--- src/rtl/sccb_config_sequencer.sv ---
// rtl/sccb_config_sequencer.sv - walks a ROM register table and issues SCCB writes
module sccb_config_sequencer #(
  parameter logic [6:0] DEVICE_ADDR    = 7'h21,
  parameter int         ROM_AW         = 8,
  parameter int         DELAY_CYCLES   = 270000,
  parameter int         TIMEOUT_CYCLES = 65535,
  parameter int         MAX_RETRY      = 3
) (
  input  logic              i_clk,
  input  logic              i_rst,
  input  logic              i_start,
  output logic              o_busy,
  output logic              o_done,
  output logic              o_error,
  output logic [ROM_AW-1:0] o_rom_addr,
  input  logic [15:0]       i_rom_data,
  output logic [6:0]        o_dev_addr,
  output logic [7:0]        o_reg_addr,
  output logic [7:0]        o_wr_data,
  output logic              o_rd_wr,
  output logic              o_enable,
  input  logic              i_ready,
  input  logic              i_nack
);

  localparam int DW = (DELAY_CYCLES < 2) ? 1 : $clog2(DELAY_CYCLES + 1);
  localparam int TW = (TIMEOUT_CYCLES < 2) ? 1 : $clog2(TIMEOUT_CYCLES + 1);
  localparam int RW = (MAX_RETRY < 2) ? 1 : $clog2(MAX_RETRY + 1);

  // Delay counter runs down to zero, so it is loaded with one less than the span.
  localparam logic [DW-1:0]     DELAY_LOAD = DW'(DELAY_CYCLES - 1);
  localparam logic [TW-1:0]     TO_LAST    = TW'(TIMEOUT_CYCLES - 1);
  localparam logic [RW-1:0]     RETRY_MAX  = RW'(MAX_RETRY);
  localparam logic [ROM_AW-1:0] IDX_LAST   = '1;

  localparam logic [15:0] ENTRY_END   = 16'hFFFF;
  localparam logic [15:0] ENTRY_DELAY = 16'hFFF0;

  typedef enum logic [3:0] {
    S_IDLE,
    S_FETCH,
    S_ROM_WAIT,
    S_DECODE,
    S_ISSUE,
    S_WAIT_BUSY,
    S_WAIT_DONE,
    S_DELAY,
    S_NEXT,
    S_DONE,
    S_ERROR
  } state_t;

  state_t            state;
  logic [ROM_AW-1:0] idx;
  logic [DW-1:0]     delay_cnt;
  logic [TW-1:0]     to_cnt;
  logic [RW-1:0]     retry_cnt;

  assign o_dev_addr = DEVICE_ADDR;
  assign o_rd_wr    = 1'b0;

  // Table walker: fetch, decode, handshake with the master, retry and time out.
  always_ff @(posedge i_clk) begin
    if (i_rst) begin
      state      <= S_IDLE;
      idx        <= '0;
      delay_cnt  <= '0;
      to_cnt     <= '0;
      retry_cnt  <= '0;
      o_busy     <= 1'b0;
      o_done     <= 1'b0;
      o_error    <= 1'b0;
      o_enable   <= 1'b0;
      o_rom_addr <= '0;
      o_reg_addr <= '0;
      o_wr_data  <= '0;
    end else begin
      case (state)
        S_IDLE: begin
          if (i_start) begin
            idx     <= '0;
            o_done  <= 1'b0;
            o_error <= 1'b0;
            o_busy  <= 1'b1;
            state   <= S_FETCH;
          end
        end

        S_FETCH: begin
          o_rom_addr <= idx;
          state      <= S_ROM_WAIT;
        end

        // The ROM registers its output one cycle after the address.
        S_ROM_WAIT: state <= S_DECODE;

        S_DECODE: begin
          if (i_rom_data == ENTRY_END) begin
            state <= S_DONE;
          end else if (i_rom_data == ENTRY_DELAY) begin
            delay_cnt <= DELAY_LOAD;
            state     <= S_DELAY;
          end else begin
            o_reg_addr <= i_rom_data[15:8];
            o_wr_data  <= i_rom_data[7:0];
            retry_cnt  <= '0;
            to_cnt     <= '0;
            state      <= S_ISSUE;
          end
        end

        // Request only once the master reports idle.
        S_ISSUE: begin
          if (i_ready) begin
            o_enable <= 1'b1;
            to_cnt   <= '0;
            state    <= S_WAIT_BUSY;
          end else if (to_cnt == TO_LAST) begin
            state <= S_ERROR;
          end else begin
            to_cnt <= to_cnt + 1'b1;
          end
        end

        // Hold the request until the master shows it has taken it.
        S_WAIT_BUSY: begin
          if (!i_ready) begin
            o_enable <= 1'b0;
            to_cnt   <= '0;
            state    <= S_WAIT_DONE;
          end else if (to_cnt == TO_LAST) begin
            o_enable <= 1'b0;
            state    <= S_ERROR;
          end else begin
            to_cnt <= to_cnt + 1'b1;
          end
        end

        S_WAIT_DONE: begin
          if (i_ready) begin
            if (!i_nack) begin
              state <= S_NEXT;
            end else if (retry_cnt < RETRY_MAX) begin
              retry_cnt <= retry_cnt + 1'b1;
              to_cnt    <= '0;
              state     <= S_ISSUE;
            end else begin
              state <= S_ERROR;
            end
          end else if (to_cnt == TO_LAST) begin
            state <= S_ERROR;
          end else begin
            to_cnt <= to_cnt + 1'b1;
          end
        end

        S_DELAY: begin
          if (delay_cnt == '0) begin
            state <= S_NEXT;
          end else begin
            delay_cnt <= delay_cnt - 1'b1;
          end
        end

        // The last table slot ends the walk even without an end marker.
        S_NEXT: begin
          if (idx == IDX_LAST) begin
            state <= S_DONE;
          end else begin
            idx   <= idx + 1'b1;
            state <= S_FETCH;
          end
        end

        S_DONE: begin
          o_done <= 1'b1;
          o_busy <= 1'b0;
          state  <= S_IDLE;
        end

        // o_rom_addr is left untouched so it names the failing entry.
        S_ERROR: begin
          o_error  <= 1'b1;
          o_busy   <= 1'b0;
          o_enable <= 1'b0;
          state    <= S_IDLE;
        end

        default: state <= S_IDLE;
      endcase
    end
  end

endmodule

--- config.mk ---
export PLATFORM = sky130hd
export DESIGN_NAME = sccb_config_sequencer
export DESIGN_NICKNAME = d
export VERILOG_FILES = /design/src/rtl/sccb_config_sequencer.sv
export SDC_FILE = /design/constraint.sdc
export NUM_CORES = 1
export LEC_CHECK = 0
export BUFFER_PORTS_ARGS = -buffer_cell sky130_fd_sc_hd__buf_2
export CORE_MARGIN = 1
export CORE_UTILIZATION = 38
export DETAILED_ROUTE_END_ITERATION = 16
export SYNTH_ARGS = -nofsm -noshare
export SYNTH_HDL_FRONTEND = slang
export SYNTH_SLANG_ARGS = --single-unit
export TNS_END_PERCENT = 30
--- constraint.sdc ---
create_clock -name i_clk -period 4.7 [get_ports i_clk]
set_input_delay 0.705 -clock i_clk [delete_from_list [all_inputs] [get_ports i_clk]]
set_output_delay 0.705 -clock i_clk [all_outputs]
set_load 0.05 [all_outputs]
# --- After elaboration in Yosys (flattened, before gate mapping) ---
# Cells that the tools add are included.
totals:
  output_inout_bits: 36
  in_bits: 21
  register_bits: 77
classes:
  n_eq_ne: 28
  n_bitwise: 2
  add_sub_neg: 4
  order_cmp: 1
  n_reduce_logical: 21
  mux: 43
ops:
  columns: ["op", "count"]
  rows:
  - ["16-bit two-way mux", 8]
  - ["16-bit one-hot mux with 4 select lines", 1]
  - ["19-bit two-way mux", 3]
  - ["16-bit == test, second input constant", 3]
  - ["4-bit two-way mux", 10]
  - ["19-bit one-hot mux with 2 select lines", 1]
  - ["4-bit one-hot mux with 9 select lines", 1]
  - ["2-bit inequality test, second input constant", 11]
  - ["19-bit zero test", 1]
  - ["19-bit by 1-bit subtractor with 19-bit output, second input constant", 1]
  - ["16-bit by 1-bit adder with 16-bit output, second input constant", 1]
  - ["4-bit by 3-bit == test with 1-bit output, second input constant", 4]
  - ["8-bit two-way mux", 2]
  - ["8-bit one-hot mux with 2 select lines", 1]
  - ["4-bit == test, second input constant", 3]
  - ["2-bit two-way mux", 6]
  - ["2-bit nonzero test", 6]
  - ["3-bit inequality test, second input constant", 3]
  - ["3-bit AND reduction", 3]
  - ["8-bit by 1-bit adder with 8-bit output, second input constant", 1]
  - ["4-bit by 2-bit == test with 1-bit output, second input constant", 2]
  - ["8-bit == test, second input constant", 1]
  - ["2-bit AND reduction", 4]
  - ["1-bit one-hot mux with 2 select lines", 3]
  - ["other kinds (14)", 19]

# --- Logic depth before layout (Yosys ltp) ---
# Gate-level depths: netlist of the first run.
logic_depth:
  depth_word: 5
  ltp_mapped: 9
  mapped_depth_nobuf: 7

# --- Worst setup path after synthesis of the first run ---
# No wires, ideal clock.
synth_timing:
  kind: "input to register"
  start: "in i_rom_data[0]"
  end: "reg to_cnt[10]"
  setup_ns: 0.070
  required_time_ns: 4.630
  slack_ns: 2.480
  stages: 7
  arrival_time_ns: 2.151
  path_buffers: 2
  cell_sequence: "or4_4 a21o_1 o22ai_4 buf_6 o21ai_4 buf_6 a21oi_1"
synth_via:
  elab_chain_cells: 3
synth_rtl:
  columns: ["item", "line_no", "source"]
  rows:
  - ["start: declaration", "16", "input logic [15:0] i_rom_data,"]
  - ["16-bit == test, on equally long branches", "100, 98", null]
  - ["2-bit inequality test (no source line)", null, null]
  - ["5-bit AND reduction (no source line) (*)", null, null]
  - ["end signal: assignment", "121", "to_cnt <= to_cnt + 1'b1;"]
  - ["end signal: assignment", "135", "to_cnt <= to_cnt + 1'b1;"]
  - ["end signal: assignment", "153", "to_cnt <= to_cnt + 1'b1;"]
  - ["end: declaration", "56", "logic [TW-1:0] to_cnt;"]
# Mark *: on every way between the ends. The rest lies on a longest branch, timed or not.
# A chain may end at the register's enable or synchronous reset.

# --- Worst setup path in the final report of the first run ---
layout_timing:
  start: "reg state[0]"
  end: "reg to_cnt[2]"
layout_via:
  elab_chain_cells: 3
layout_rtl:
  columns: ["item", "line_no", "source"]
  rows:
  - ["start: declaration", "53", "state_t state;"]
  - ["start signal: assignment", "65", "state <= S_IDLE;"]
  - ["start signal: assignment", "85", "state <= S_FETCH;"]
  - ["start signal: assignment", "91", "state <= S_ROM_WAIT;"]
  - ["4-bit by 3-bit == test with 1-bit output or 4-bit by 2-bit == test with 1-bit output (tied branches)", "78", "case (state)"]
  - ["3-bit inequality test (no source line) (tied with other cells)", null, null]
  - ["5-bit AND reduction (no source line)", null, null]
# Several ways; a longest one is shown, not always the timed one.

==> results of run 1 <==
per-stage QoR:
step	instance area, µm²	hold WS, ps
finish	4480	454
global route	4480	481
CTS	4480	457
detailed placement	4280	444
global placement	4280	441
floorplan	4060	436
worst max-delay path, stage by stage (launching register included):
cell and delay (ps):
dfxtp_1 760, nand4bb_1 400, a21o_1 310, o22ai_4 570, o21ai_4 250, a311oi_1 240
flip-flops by register name, indices dropped and copies added (netlist names):
register    flops
o_enable        1
o_rom_addr      8
retry_cnt       2
delay_cnt      19
state           4
o_error         1
to_cnt         16
o_busy          1
o_wr_data       8
o_reg_addr      8
idx             8
o_done          1
routing by layer:
layer  share of wire  track usage  up-vias
met1            0.51        0.232     1624
met5               0            0        -
met3           0.027       0.0274       12
met2            0.45        0.261       59
met4           0.019       0.0724        0
li1                -            -     1798
kinds of logic after synthesis:
kind of cell / count (synthesis) / share of synthesized area
XOR/XNOR: 17 / 0.0369
flip-flops: 77 / 0.382
adder cells (fa/ha/maj): 6 / 0.0186
AND/OR/NAND/NOR: 189 / 0.261
buffers and inverters: 46 / 0.0583
AO/OA/AOI/OAI: 118 / 0.199
other: 2 / 0.00186
multiplexers: 17 / 0.0422
Yosys cell counts, drive strengths merged, types with 2 or more instances:
cell type,n,area [µm²]
nand3,22,110
nand4b,3,26.3
nand4,17,106
conb,2,7.51
ha,6,75.1
nor4,6,56.3
or2,4,25.0
o21a,2,15.0
o311ai,2,17.5
a22oi,2,15.0
xnor2,11,96.3
nand3b,3,22.5
nor2,43,161
o22ai,2,26.3
clkbuf,15,56.3
xor2,6,52.6
nand2,35,131
inv,11,41.3
nand4bb,2,22.5
o211ai,2,15.0
o21ai,13,80.1
dfxtp,77,1540
a21oi,53,277
or3,8,50.1
mux2i,17,170
a21o,3,22.5
o31ai,14,105
buf,20,138
nor2b,4,25.0
nand2b,2,20.0
and4,3,26.3
or4,16,128
and3,6,37.5
a311oi,3,26.3
a211oi,7,52.6
nor3,10,60.1
a2111oi,2,37.5
cell type report:
class / count / area (µm²)
clock inverters: 5 / 60.1
inverters: 11 / 41.3
fillers: 1037 / 5840
well taps: 136 / 170
clock buffers: 11 / 141
flip-flops and latches: 77 / 1540
repair buffers: 49 / 248
multi-input cells: 355 / 2280
power by group through the flow:
stage	registers, mW	logic [mW]	clock network [mW]
2_1_floorplan	0.717	0.121	0
3_3_place_gp	0.699	0.169	0
3_5_place_dp	0.698	0.171	0
4_1_cts	0.683	0.172	0.531
5_1_grt	0.686	0.186	0.562
6_report	0.683	0.171	0.510
worst min-delay path by stage:
stage                              from             to  slack (ps)
after CTS                 o_rom_addr[4]  o_rom_addr[4]         460
after floorplan            retry_cnt[1]   retry_cnt[1]         440
after detailed placement  o_rom_addr[4]  o_rom_addr[4]         440
after global placement    o_rom_addr[3]  o_rom_addr[3]         440
after global routing      o_rom_addr[1]  o_rom_addr[1]         480
final                     o_rom_addr[0]  o_rom_addr[0]         450
==> flow_metrics.env, run 1 <==
export IMPL_status="finished, final reports clean"
export IMPL_critical_path_class="reg -> reg"
export IMPL_clkLatencyLatePin_ps=350
export IMPL_clock_sinks=77
export IMPL_clk_pin_slew_worst_paths_ps=80
export IMPL_fin_tns_setup_ps=0
export IMPL_ys_seq_area_frac=0.382
export IMPL_switching_power_uw=393
export IMPL_p_leak_nw=1.54
export IMPL_die_h_um=105
export IMPL_crit_path_end_kind="flip-flop"
export IMPL_hold_path_class="reg -> reg"
export IMPL_power_mw=1.36
export IMPL_power_density_nw_per_um2=304
export IMPL_finalSetupViolCount=0
export IMPL_r2r_end="to_cnt[2]"
export IMPL_drive_gt1_frac=0.167
export IMPL_die_area_um2=11000
export IMPL_dp_hpwl_um=6180
export IMPL_hold_viol=0
export IMPL_report_final_slew_viol_count=0
export IMPL_synth_area_um2=4030
export IMPL_io_pins=57
export IMPL_critPathArrivalTime_ps=2880
export IMPL_root_buffer="clkbuf_8"
export IMPL_finalNetCount=530
export IMPL_port_buffers=48
export IMPL_cts_buffers=9
export IMPL_cp_required_ps=4960
export IMPL_mostFrequentLayoutCells="dfxtp_1, a21oi_1, buf_2, nor2_1, nand2_1"
export IMPL_area_growth_pct=11.1
export IMPL_grt_max_degree=49
export IMPL_rsz0062_at_grt="false"
export IMPL_ys_types=68
export IMPL_yosysWarningCount=0
export IMPL_grt_pass1_vias=3227
export IMPL_antenna_found_initial=0
export IMPL_detail_route_antenna_nets=0
export IMPL_cts_htree_levels=3
export IMPL_pre_cts_slack_ps=1910
export IMPL_core_um2=10300
export IMPL_swShare=0.288
export IMPL_finClkSkew_ps=9.56
export IMPL_reg2reg_depth=5
export IMPL_critical_path_endpoint="to_cnt[2]"
export IMPL_cts_resized=0
export IMPL_critical_path_max_fanout=27
export IMPL_final_core_util=0.434
export IMPL_grt_pass1_wl_um=15300
export IMPL_dp_cells=628
export IMPL_finalNonFillerCells=644
export IMPL_cp_start_kind="flip-flop"
export IMPL_cts_tree="done"
export IMPL_grt_use_total=0.169
export IMPL_initial_core_util=0.391
export IMPL_die_w_um=105
export IMPL_clkPwrFrac=0.374
export IMPL_intPower_uw=972
export IMPL_drv_cap=0
export IMPL_vias=3493
export IMPL_r2r_start="state[0]"
export IMPL_async_reset_ff_frac=0
export IMPL_crit_start="state[0]"
export IMPL_avgSynthCellArea_um2=8.55
export IMPL_wl_per_cell_um=14.0
export IMPL_grt_overflow=0
export IMPL_final_common_cell="dfxtp_1"
export IMPL_reg2reg_setup_slack_ps=2070
export IMPL_setup_ws_ps=2070
export IMPL_postCtsSetupBuffers=0
export IMPL_synth_flop_cell="dfxtp_1"
export IMPL_layout_min_cycle_time_ps=2630
export IMPL_syn_inst=472
export IMPL_p_comb_frac=0.126
export IMPL_num_rows=37
export IMPL_synth_edff_count=0
export IMPL_ctsHoldBuffers=0
export IMPL_vias_per_cell=5.42
export IMPL_holdPathStages=2
export IMPL_fin_crit_sh=0.559
export IMPL_first_pass_iters=4
export IMPL_relSlewSlack=0.256
export IMPL_pwr_share_seq=0.501
export IMPL_drtIter0Drc=188
export IMPL_worstMarginPinSlew_ps=1120
export IMPL_gp_congestion=0.843
export IMPL_diodes=0
export IMPL_drc_errors=0
export IMPL_vdd_drop_max_uv=165
export IMPL_cts_buffer_depth=2
export IMPL_yosys_register_bits=77
export IMPL_fmax_mhz=381
export IMPL_wirelength_um=9030
Note: power is estimated with default switching activity, not from simulation.
==> inputs of run 2 (changes only) <==
==> constraint.sdc (replaced) <==
create_clock -name i_clk -period 2.3 [get_ports i_clk]
set_input_delay 0.345 -clock i_clk [delete_from_list [all_inputs] [get_ports i_clk]]
set_output_delay 0.345 -clock i_clk [all_outputs]
set_load 0.05 [all_outputs]
==> run 2 against run 1 <==
Compared with the run above:
- flip-flop and latch count unchanged
- fmax increased by 21%
- wire length rose by 2.8%
- critical path type unchanged
==> flow_metrics.env, run 2 (same netlist as run 1, synthesis figures left out) <==
export IMPL_status="finished, final reports clean"
export IMPL_crit_path_end_kind="flip-flop"
export IMPL_detail_route_antenna_nets=0
export IMPL_relSlewSlack=0.555
export IMPL_die_h_um=105
export IMPL_hold_viol=0
export IMPL_dp_hpwl_um=6530
export IMPL_grt_use_met2=0.279
export IMPL_antenna_found_initial=0
export IMPL_wl_per_cell_um=14.1
export IMPL_fin_crit_sh=0.940
export IMPL_worstMarginPinSlew_ps=664
export IMPL_cts_buffer_depth=2
export IMPL_global_route_usage_met3=0.0324
export IMPL_io_pins=57
export IMPL_gr_max_usage_layer="met2"
export IMPL_cp_start_kind="flip-flop"
export IMPL_cts_tree="done"
export IMPL_finalNonFillerCells=659
export IMPL_fmax_mhz=462
export IMPL_layout_min_cycle_time_ps=2160
export IMPL_drtIter0Drc=165
export IMPL_regMostFlops="delay_cnt"
export IMPL_critPathArrivalTime_ps=2450
export IMPL_wirelength_um=9280
export IMPL_finalSetupViolCount=0
export IMPL_p_leak_nw=1.63
export IMPL_critical_path_max_fanout=8
export IMPL_clk_pin_slew_worst_paths_ps=80
export IMPL_clkLatencyLatePin_ps=360
export IMPL_crit_chain="ha_1 -> nand2b_4 -> a2111oi_4 -> o22ai_4 -> buf_4 -> or4_1 -> a21oi_1"
export IMPL_dp_cells=645
export IMPL_fin_tns_setup_ps=0
export IMPL_mostFrequentLayoutCells="dfxtp_1, a21oi_1, buf_2, nor2_1, nand2_1"
export IMPL_postCtsSetupBuffers=0
export IMPL_num_rows=37
export IMPL_use_met1=0.231
export IMPL_vias_per_cell=5.58
export IMPL_vdd_drop_max_uv=402
export IMPL_reg_top3="delay_cnt: 19 flops, to_cnt: 16 flops"
export IMPL_grt_pass1_wl_um=15900
export IMPL_ctsHoldBuffers=0
export IMPL_drc_errors=0
export IMPL_initial_core_util=0.391
export IMPL_cts_buffers=9
export IMPL_final_common_cell="dfxtp_1"
export IMPL_root_buffer="clkbuf_8"
export IMPL_hold_path_class="in -> reg"
export IMPL_core_um2=10300
export IMPL_clock_sinks=77
export IMPL_drv_cap=0
export IMPL_cp_num_buf_inv=1
export IMPL_report_final_slew_viol_count=0
export IMPL_finClkSkew_ps=9.02
export IMPL_cp_required_ps=2590
export IMPL_largest_register_ffs=19
export IMPL_area_growth_pct=14.5
export IMPL_die_area_um2=11000
export IMPL_grt_pass1_vias=3406
export IMPL_critical_path_class="reg -> reg"
export IMPL_drive_gt1_frac=0.193
export IMPL_grt_max_degree=48
export IMPL_gp_congestion=0.886
export IMPL_power_density_nw_per_um2=619
export IMPL_cts_htree_levels=3
export IMPL_finalNetCount=547
export IMPL_port_buffers=48
export IMPL_die_w_um=105
export IMPL_cpMaxStageDelayCell="or4_1"
export IMPL_cpPeakStageDelay_ps=460
export IMPL_diodes=0
export IMPL_critPathTopFamily="compound AO/OA/AOI/OAI gates"
export IMPL_vias=3677
export IMPL_final_core_util=0.448
export IMPL_grt_use_total=0.177
export IMPL_rsz0062_at_grt="false"
export IMPL_grt_overflow=0
export IMPL_first_pass_iters=5
==> run 2: power by group <==
group,internal (mW),switching (mW),total [mW]
clock network,0.595,0.488,1.08
registers,1.36,0.0178,1.37
logic,0.117,0.284,0.401
total,2.07,0.790,2.86
==> run 2: routing by layer <==
layer | up-vias | wire [µm] | part of all wire
li1 | 1826 | - | -
met5 | - | 0 | 0
met2 | 96 | 4410 | 0.48
met4 | 0 | 194 | 0.021
met3 | 18 | 391 | 0.042
met1 | 1737 | 4280 | 0.46
==> run 2: worst paths after layout <==
check / end / slack [ps] / startpoint / cells after the start
hold / removal: o_wr_data[4] / 240 / i_rom_data[4] / 3
setup / recovery: to_cnt[13] / 140 / retry_cnt[0] / 7
setup reg to reg: to_cnt[13] / 140 / retry_cnt[0] / 7
hold reg to reg: o_rom_addr[7] / 450 / o_rom_addr[7] / 2
==> run 2: timing repair <==
action / in CTS / in global routing
gates resized for setup: 0 / 2
hold endpoints to repair: 0 / 0
endpoints found under the setup margin: 0 / 26
==> run 2: cell type report <==
| class | count | area (µm²) |
|---|---|---|
| fillers | 1012 | 5700 |
| multi-input cells | 355 | 2290 |
| flip-flops and latches | 77 | 1540 |
| repair buffers | 66 | 379 |
| well taps | 136 | 170 |
| clock buffers | 9 | 124 |
| clock inverters | 5 | 77.6 |
| inverters | 11 | 41.3 |
==> run 2: worst register-to-register path, stage by stage, from the launching register on <==
cell and delay [ps]:
dfxtp_1 320, ha_1 220, nand2b_4 170, a2111oi_4 380, o22ai_4 190, buf_4 210, or4_1 460, a21oi_1 140
==> run 2: stage by stage <==
| step | instance area [µm²] | worst slack (ps) | hold slack [ps] | power, mW |
|---|---|---|---|---|
| 6_report | 4620 | 137 | 242 | 2.86 |
| 3_3_place_gp | 4410 | 138 | 442 | 1.80 |
| 5_1_grt | 4620 | 6.86 | 232 | 2.99 |
| 2_1_floorplan | 4060 | 274 | 436 | 1.71 |
| 4_1_cts | 4610 | 53.2 | 227 | 2.89 |
| 3_5_place_dp | 4410 | 81.0 | 445 | 1.80 |
